===== config.mk =====
export PLATFORM = sky130hd
export DESIGN_NAME = discharge_pulse_fsm
export DESIGN_NICKNAME = d
export VERILOG_FILES = /design/src/rtl/discharge_pulse_fsm.sv
export SDC_FILE = /design/constraint.sdc
export NUM_CORES = 1
export LEC_CHECK = 0
export BUFFER_PORTS_ARGS = -buffer_cell sky130_fd_sc_hd__buf_4
export CAP_MARGIN = 20
export CORE_AREA = 2 2 102 177
export DETAILED_ROUTE_END_ITERATION = 8
export DIE_AREA = 0 0 104 179
export GPL_TIMING_DRIVEN = 0
export SLEW_MARGIN = 40
export SYNTH_ARGS = -nofsm -noshare
export SYNTH_HDL_FRONTEND = slang
export SYNTH_SLANG_ARGS = --single-unit

===== constraint.sdc =====
create_clock -name clk -period 5.9 [get_ports clk]
set_input_delay 0 -clock clk [delete_from_list [all_inputs] [get_ports clk]]
set_output_delay 0 -clock clk [all_outputs]
set_load 0.02 [all_outputs]

===== src/rtl/discharge_pulse_fsm.sv =====
// EDM discharge-cycle sequencer: wait-for-breakdown, discharge and deionisation
// phases with registered MOSFET gate outputs that always match the presented state.
module discharge_pulse_fsm #(
  parameter logic [31:0] RISE_CYCLES     = 32'd400,
  parameter logic [31:0] WAIT_TIMEOUT    = 32'd100000,
  parameter logic [15:0] INTERLEAVE_HALF = 16'd50
) (
  input  logic        clk,
  input  logic        rst_n,
  input  logic        op_en,
  input  logic [15:0] waveform,
  input  logic [15:0] ton_cycles,
  input  logic [15:0] toff_cycles,
  input  logic        is_breakdown,
  output logic [7:0]  current_state,
  output logic [31:0] timer_wait_breakdown,
  output logic [1:0]  buck_gate,
  output logic        res_gate,
  output logic        pulse_done,
  output logic        open_circuit
);

  typedef enum logic [7:0] {
    ST_IDLE     = 8'b0100_0000,
    ST_WAIT     = 8'b0000_0001,
    ST_BUCK     = 8'b0000_0010,
    ST_RES      = 8'b0000_0100,
    ST_DEION    = 8'b1000_0000,
    ST_DEION_SB = 8'b0000_0000
  } state_t;

  function automatic logic [31:0] sat_inc32(input logic [31:0] v);
    return (v == 32'hFFFF_FFFF) ? v : v + 32'd1;
  endfunction

  function automatic logic [15:0] at_least_one(input logic [15:0] v);
    return (v == 16'd0) ? 16'd1 : v;
  endfunction

  state_t      r_state, w_state_n;
  logic [31:0] r_timer, w_timer_n;
  logic [15:0] r_cnt, w_cnt_n;
  logic [15:0] r_ph, w_ph_n;
  logic        r_leg, w_leg_n;
  logic [2:0]  r_wave, w_wave_n;   // {buck, continuous, open_loop}
  logic [15:0] r_ton, w_ton_n;
  logic [15:0] r_toff, w_toff_n;
  logic        r_abort, w_abort_n;
  logic        r_op_d;
  logic [1:0]  r_buck, w_buck_n;
  logic        r_res, w_res_n;
  logic        r_done, w_done_n;
  logic        r_oc, w_oc_n;
  logic        w_go_wait, w_go_dis, w_go_dei;

  always_ff @(posedge clk or negedge rst_n) begin
    if (!rst_n) begin
      r_state <= ST_IDLE;
      r_timer <= 32'd0;
      r_cnt   <= 16'd0;
      r_ph    <= 16'd0;
      r_leg   <= 1'b0;
      r_wave  <= 3'd0;
      r_ton   <= 16'd0;
      r_toff  <= 16'd0;
      r_abort <= 1'b0;
      r_op_d  <= 1'b0;
      r_buck  <= 2'b00;
      r_res   <= 1'b0;
      r_done  <= 1'b0;
      r_oc    <= 1'b0;
    end else begin
      r_state <= w_state_n;
      r_timer <= w_timer_n;
      r_cnt   <= w_cnt_n;
      r_ph    <= w_ph_n;
      r_leg   <= w_leg_n;
      r_wave  <= w_wave_n;
      r_ton   <= w_ton_n;
      r_toff  <= w_toff_n;
      r_abort <= w_abort_n;
      r_op_d  <= op_en;
      r_buck  <= w_buck_n;
      r_res   <= w_res_n;
      r_done  <= w_done_n;
      r_oc    <= w_oc_n;
    end
  end

  always_comb begin
    w_state_n = r_state;
    w_timer_n = 32'd0;
    w_cnt_n   = r_cnt;
    w_ph_n    = r_ph;
    w_leg_n   = r_leg;
    w_wave_n  = r_wave;
    w_ton_n   = r_ton;
    w_toff_n  = r_toff;
    w_abort_n = r_abort;
    w_oc_n    = 1'b0;
    w_go_wait = 1'b0;
    w_go_dis  = 1'b0;
    w_go_dei  = 1'b0;
    w_buck_n  = 2'b00;
    w_res_n   = 1'b0;
    w_done_n  = 1'b0;

    case (r_state)
      ST_IDLE: begin
        if (op_en && !r_op_d) w_go_wait = 1'b1;
      end
      ST_WAIT: begin
        if (!op_en) begin
          w_go_dei  = 1'b1;
          w_abort_n = 1'b1;
        end else if (!r_wave[0]) begin
          // Breakdown outranks a coincident timeout.
          if (is_breakdown) begin
            w_go_dis = 1'b1;
          end else if (r_timer >= WAIT_TIMEOUT - 32'd1) begin
            w_go_dei = 1'b1;
            w_oc_n   = 1'b1;
          end else begin
            w_timer_n = sat_inc32(r_timer);
          end
        end else if (r_timer == RISE_CYCLES - 32'd1) begin
          w_go_dis = 1'b1;
        end else begin
          w_timer_n = sat_inc32(r_timer);
        end
      end
      ST_BUCK, ST_RES: begin
        if (!op_en) begin
          w_go_dei  = 1'b1;
          w_abort_n = 1'b1;
        end else if (r_cnt == r_ton - 16'd1) begin
          w_go_dei = 1'b1;
        end else begin
          w_cnt_n = r_cnt + 16'd1;
          if (r_ph == INTERLEAVE_HALF - 16'd1) begin
            w_ph_n  = 16'd0;
            w_leg_n = ~r_leg;
          end else begin
            w_ph_n = r_ph + 16'd1;
          end
        end
      end
      ST_DEION, ST_DEION_SB: begin
        if (!op_en) w_abort_n = 1'b1;
        // An op_en drop anywhere in the pulse forbids a continuous re-fire.
        if (r_cnt == r_toff - 16'd1) begin
          if (r_wave[1] && op_en && !r_abort) w_go_wait = 1'b1;
          else                                w_state_n = ST_IDLE;
        end else begin
          w_cnt_n = r_cnt + 16'd1;
        end
      end
      default: w_state_n = ST_IDLE;
    endcase

    if (w_go_wait) begin
      w_state_n = ST_WAIT;
      w_timer_n = 32'd0;
      w_wave_n  = waveform[15:13];
      w_ton_n   = at_least_one(ton_cycles);
      w_toff_n  = at_least_one(toff_cycles);
      w_abort_n = 1'b0;
    end
    if (w_go_dis) begin
      w_state_n = r_wave[2] ? ST_BUCK : ST_RES;
      w_cnt_n   = 16'd0;
      w_ph_n    = 16'd0;
      w_leg_n   = 1'b0;
    end
    if (w_go_dei) begin
      w_state_n = r_wave[1] ? ST_DEION : ST_DEION_SB;
      w_cnt_n   = 16'd0;
    end

    // Gates are derived from the next state so they register together with it.
    case (w_state_n)
      ST_WAIT: begin
        if (w_wave_n[2]) w_buck_n = 2'b11;
        else             w_res_n  = 1'b1;
      end
      ST_BUCK:               w_buck_n = w_leg_n ? 2'b10 : 2'b01;
      ST_RES:                w_res_n  = 1'b1;
      ST_DEION, ST_DEION_SB: w_done_n = (w_cnt_n == w_toff_n - 16'd1);
      default: ;
    endcase
  end

  assign current_state        = r_state;
  assign timer_wait_breakdown = r_timer;
  assign buck_gate            = r_buck;
  assign res_gate             = r_res;
  assign pulse_done           = r_done;
  assign open_circuit         = r_oc;

endmodule

* Word-level counts from Yosys, hierarchy flattened *
Index checks and enable logic that the tools add are counted.
Widths: inputs -> output; s select.

storage, ports and cells
  register bits = 115
  bits of input ports = 52
  output and inout bits = 45
  logic and storage cells = 122

operators by class
  add/sub/neg operators = 6
  $lt $le $gt $ge = 1
  equality and inequality tests = 17
  muxes and demuxes = 63
  bitwise logic cells = 1
  reductions and logical operators = 19

operators with widths
  operator               count
  $mux 32                8
  $mux 16                13
  $eq 16x16->1           3
  $mux 8                 6
  $sub 16x1->16 const B  3
  $add 16x1->16 const B  2
  $add 32x1->32 const B  1
  $eq 32x32->1 const B   1
  $eq 32x9->1 const B    1
  $ge 32x17->1 const B   1
  $logic_not 16->1       2
  $pmux 16 s2            1
  $mux 1                 26
  $eq 16x6->1 const B    1
  $eq 8x1->1 const B     2
  $eq 8x2->1 const B     2
  $eq 8x3->1 const B     2
  $eq 8x8->1 const B     2
  $logic_not 8->1        2
  $pmux 8 s2             1
  $eq 8x7->1 const B     1
  $mux 3                 2
  $pmux 1 s2             3
  $reduce_bool 2->1      3
  12 further kinds       18

* Depth between registers and ports, before layout *
  word-level depth = 11
  gate-level depth with buffers = 24
  mapped depth without buffers = 19

* Worst setup path after synthesis *
No wires, ideal clock.

  path kind = reg-to-reg
  from = register r_toff[0]
  to = register r_done (netlist: pulse_done)
  library setup time = 68 ps
  arrival time = 4,937 ps
  required time = 5,832 ps
  path slack = 895 ps
  cell stages (with the launch flop) = 25
  path buffers = 5
  period minus slack after synthesis = 5,005 ps
  path through = dfrtp_1 > inv_1 > ha_1 > nor3b_2 > a21oi_1 > or4_1 > nor3_2 > nand4_2 > o31a_1 > buf_6 > buf_6 > buf_4 > buf_2 > buf_1 > mux2i_1 > ha_1 > nand3_1 > or2_2 > nor4_1 > mux2i_1 > nor2_2 > nand2_1 > a21oi_1 > nor4b_2 > and4_1

between the ends
  cells in the longest elaborated chain, start to end = 10
  elaborated cells between the ends (all ways) = 20
  classes of those cells = add/sub (2); eq/ne (3); mux (13); reduce/logical (2)

ends and longest elaborated chain
  element                                                RTL line  text
  from (decl)                                            47        logic [15:0] r_toff, w_toff_n;
  from (signal assigned)                                 80        r_toff <= w_toff_n;
  branches (longest 9 deep; another with $sub 16x1->16)  -
  $mux 1 (*)                                             181       case (w_state_n)
  net w_done_n                                           52        logic r_done, w_done_n;
  to (signal assigned)                                   85        r_done <= w_done_n;
  to (decl)                                              52

Mark *: on every way through the listed nets, which the timed path passes.
A chain may end at the register's enable or synchronous reset.

* Worst setup path after layout *
Same ends and word-level chain as after synthesis.

==> metrics <==
die footprint=around 19000 um2; #FFs+latches synth=~120; initial antenna violation count=0; global-route wire length before repair=roughly 35000 um; die width=104 um; Syn Std Cell Area=~7600 um2; crit start category=register; CTS buffer count=17; worst path cell trace=inv_1 > ha_1 > nor3b_4 > a21oi_1 > or4_1 > nor3_2 > nand4_2 > o31a_1 > buf_6 > buf_6 > buf_4 > buf_6 > mux2i_2 > ha_2 > nand3_1 > or2_2 > nor4_1 > mux2i_1 > nor2_2 > and3_1 > a211oi_1 > mux2i_1 > and4_1; power density over the cells=approximately 270 nW/um2; yosys synthesis warning count=0; VDD IR max=between 0.00015 and 0.0002 V; Crit. End Element=register; CTS tree=done; CP delay by family, top=simple AND/OR/NAND/NOR gates; Detail Route Antenna Nets=0; final wirelength=around 22000 um; vias in the first global route=~6800; max-cap violation count=0; Worst R2R Path Depth=23; routed vias=6823; Clk Latency, worst-skew pair=approximately 0.43 ns; Final Hold Fails=0; residual DRC count=0; drt initial violations=around 240; CP Launch Point=r_toff[0]$_DFF_PN0_; clock root buffer=clkbuf_16; fmax=~0.18 GHz; 1st-pass router iterations=5; synthesized area per cell=around 9.0 um2; Tcrit/Tclk final=0.9434; Clock Path Buffers=2; commonest non-fill, non-tap cell in the layout=dfrtp_1; DR WL/cell=between 15 and 20 um; most frequent cells in the layout=114 x dfrtp_1, 90 x buf_4, 88 x nor2_1; nets@finish=~1000; Tightest Pin Transition=roughly 0.77 ns; post-synth top area share=0.3764; reg-to-reg slack, setup=between 0.3 and 0.4 ns; WP data arrival=approximately 5.9 ns; clock sinks=~120; clk_skew=~0.0094 ns; CP required=around 6.3 ns; Pwr Total=2.567 mW; CP dominant cell by count=buf_6; minimum period implied by the final worst setup slack=~5.6 ns; Setup CP Type=reg2reg; Hold WS=between 0.1 and 0.15 ns; DPL Wire Length=around 16000 um; status=complete, no violations; leakage=4.059 nW; Gate Count Post-Synth=841; PnR worst setup slack=about 0.33 ns; global route total overflow=0; largest net degree at the start of global routing=64; Seq/Total Area, Yosys=0.3799; top post-synthesis cells by area=dfrtp_1 38%, xnor2_1 6.0%, xor2_1 5.8%, nor2_1 4.4%, mux2_2 4.2%; largest area contributor in the netlist=dfrtp_1; RSZ-0062 raised after global routing=false; core box area=17300 um2; CP Depth=23; Core Rows=64; Cell variety after synth=83; CP max FO=19; Die Y=around 180 um; relative slew slack=0.4878; Critical Path End=pulse_done$_DFF_PN0_; Synth async-reset ratio=1.000; ys flop type=dfrtp_1; pre-CTS WS=-0.2341 ns; Via-to-Cell Ratio=roughly 5.6; Min-Delay Path Class=in2async; Total GRT Usage=0.2408; Final setup viols=0; share of cells above drive strength 1=0.1984; GPL Wtd Cong=between 0.8 and 0.9; Clock Pin Slew Worst Setup and Hold Paths=0.05 ns; # diodes=0; Layout Utilization=0.5505; Port Buffers=83; reg-to-reg critical path endpoint=pulse_done$_DFF_PN0_; Fillers=between 1500 and 2000; slowest stage cell on the critical path=or4_1; fin. max-slew vios=0; Initial Util=0.4382; crit path buf inv count=5; Max H-tree Level=4; slowest cell delay on critical path=about 0.54 ns; I/O pins=97; worst flop-to-flop path startpoint=r_toff[0]$_DFF_PN0_; Syn-to-layout area delta=25.64%; Post-synth EDFFs=0
-- worst min-delay path by stage --
stage	startpoint	slack, ns	endpoint
global route	rst_n	0.17	timer_wait_breakdown[26]$_DFF_PN0_
floorplan	rst_n	-0.30	buck_gate[0]$_DFF_PN0_
finish	rst_n	0.12	timer_wait_breakdown[26]$_DFF_PN0_
CTS	rst_n	0.14	timer_wait_breakdown[26]$_DFF_PN0_
global placement	op_en	0.12	r_op_d$_DFF_PN0_
detailed placement	rst_n	-0.02	timer_wait_breakdown[26]$_DFF_PN0_
-- routing by layer --
metal | track usage | vias up | wire length [um]
met5 | 0 | - | 0
li1 | - | 3310 | -
met1 | 0.2548 | 3334 | 8267
met4 | 0.1380 | 0 | 952
met3 | 0.04180 | 55 | 634
met2 | 0.4482 | 124 | 11860
-- synth_stat cells (3+ instances only) --
cell / n
dfrtp_1: 114
nor2_1: 88
nand2_1: 67
xnor2_1: 52
xor2_1: 50
nand3_1: 41
o21ai_0: 40
a21oi_1: 31
mux2_2: 28
clkbuf_1: 26
inv_1: 25
nand4_1: 25
nor4_1: 24
nor3_1: 22
mux2i_1: 19
and3_1: 12
nand4b_1: 11
nand2b_1: 10
and2_1: 9
or3_1: 8
a31oi_1: 7
ha_1: 7
nor2b_1: 7
a211oi_1: 5
and4_1: 5
buf_2: 5
or2_2: 5
buf_6: 4
mux2_4: 4
nand3b_1: 4
nor4b_1: 4
o21ai_1: 4
o22ai_1: 4
buf_4: 3
nor3_2: 3
o211ai_1: 3
o31ai_1: 3
o41ai_1: 3
or4_1: 3
-- kinds of logic (layout without fill, tap and decap cells) --
logic type	count (synthesis)	count (layout)	synth area share
AO/OA/AOI/OAI	129	129	0.1086
XOR/XNOR	103	103	0.1200
adder cells (fa/ha/maj)	7	7	0.01156
buffers and inverters	66	221	0.03913
flip-flops	115	115	0.3799
multiplexers	53	53	0.07793
other	1	3	0.0004948
AND/OR/NAND/NOR	367	367	0.2623
-- where the power goes --
part / internal, mW / total, mW / switching, mW
Combinational: 0.293 / 0.615 / 0.322
Sequential: 0.856 / 0.945 / 0.0895
Clock: 0.632 / 1.01 / 0.374
-- worst reg2reg max path, delay by kind of cell, from the launching register on --
kind / cells / cell delay [ns]
compound gates: 3 / 0.49
flops: 1 / 0.47
mux: 3 / 0.61
buf+inv: 5 / 0.83
fa+ha+maj: 2 / 0.57
simple gates: 10 / 2.52
-- metrics by stage --
stage	cells	cell area (um2)	TNS (ns)
floorplan	843	7586	0
global placement	1157	8498	-0.5294
detailed placement	1158	8534	-0.2341
CTS	1226	9489	0
global route	1229	9522	0
finish	1229	9522	0
-- layout make-up --
cell class	count	area (um2)	share of cell area
inverters	25	93.84	0.009855
clock inverters	11	112.6	0.01183
flip-flops and latches	115	2879	0.3024
repair buffers	126	1066	0.1120
well taps	231	289.0	0.03035
multi-input cells	662	4423	0.4645
plain buffers	40	205.2	0.02155
clock buffers	19	452.9	0.04757
-- flip-flops by register name (all words and copies together) (netlist names) --
name                  count
r_leg                     1
res_gate                  1
r_ton                    16
open_circuit              1
r_abort                   1
r_ph                     16
r_op_d                    1
buck_gate                 2
current_state             8
timer_wait_breakdown     32
pulse_done                1
r_toff                   16
r_wave                    3
r_cnt                    16
-- what timing repair did --
item	in CTS	in global routing
gates resized for setup	2	4
hold buffers	37	0
setup endpoints to repair	1	1
pin swaps	1	3
buffers inserted	2	3
hold endpoints to repair	152	0
(Power assumes the default switching activity.)
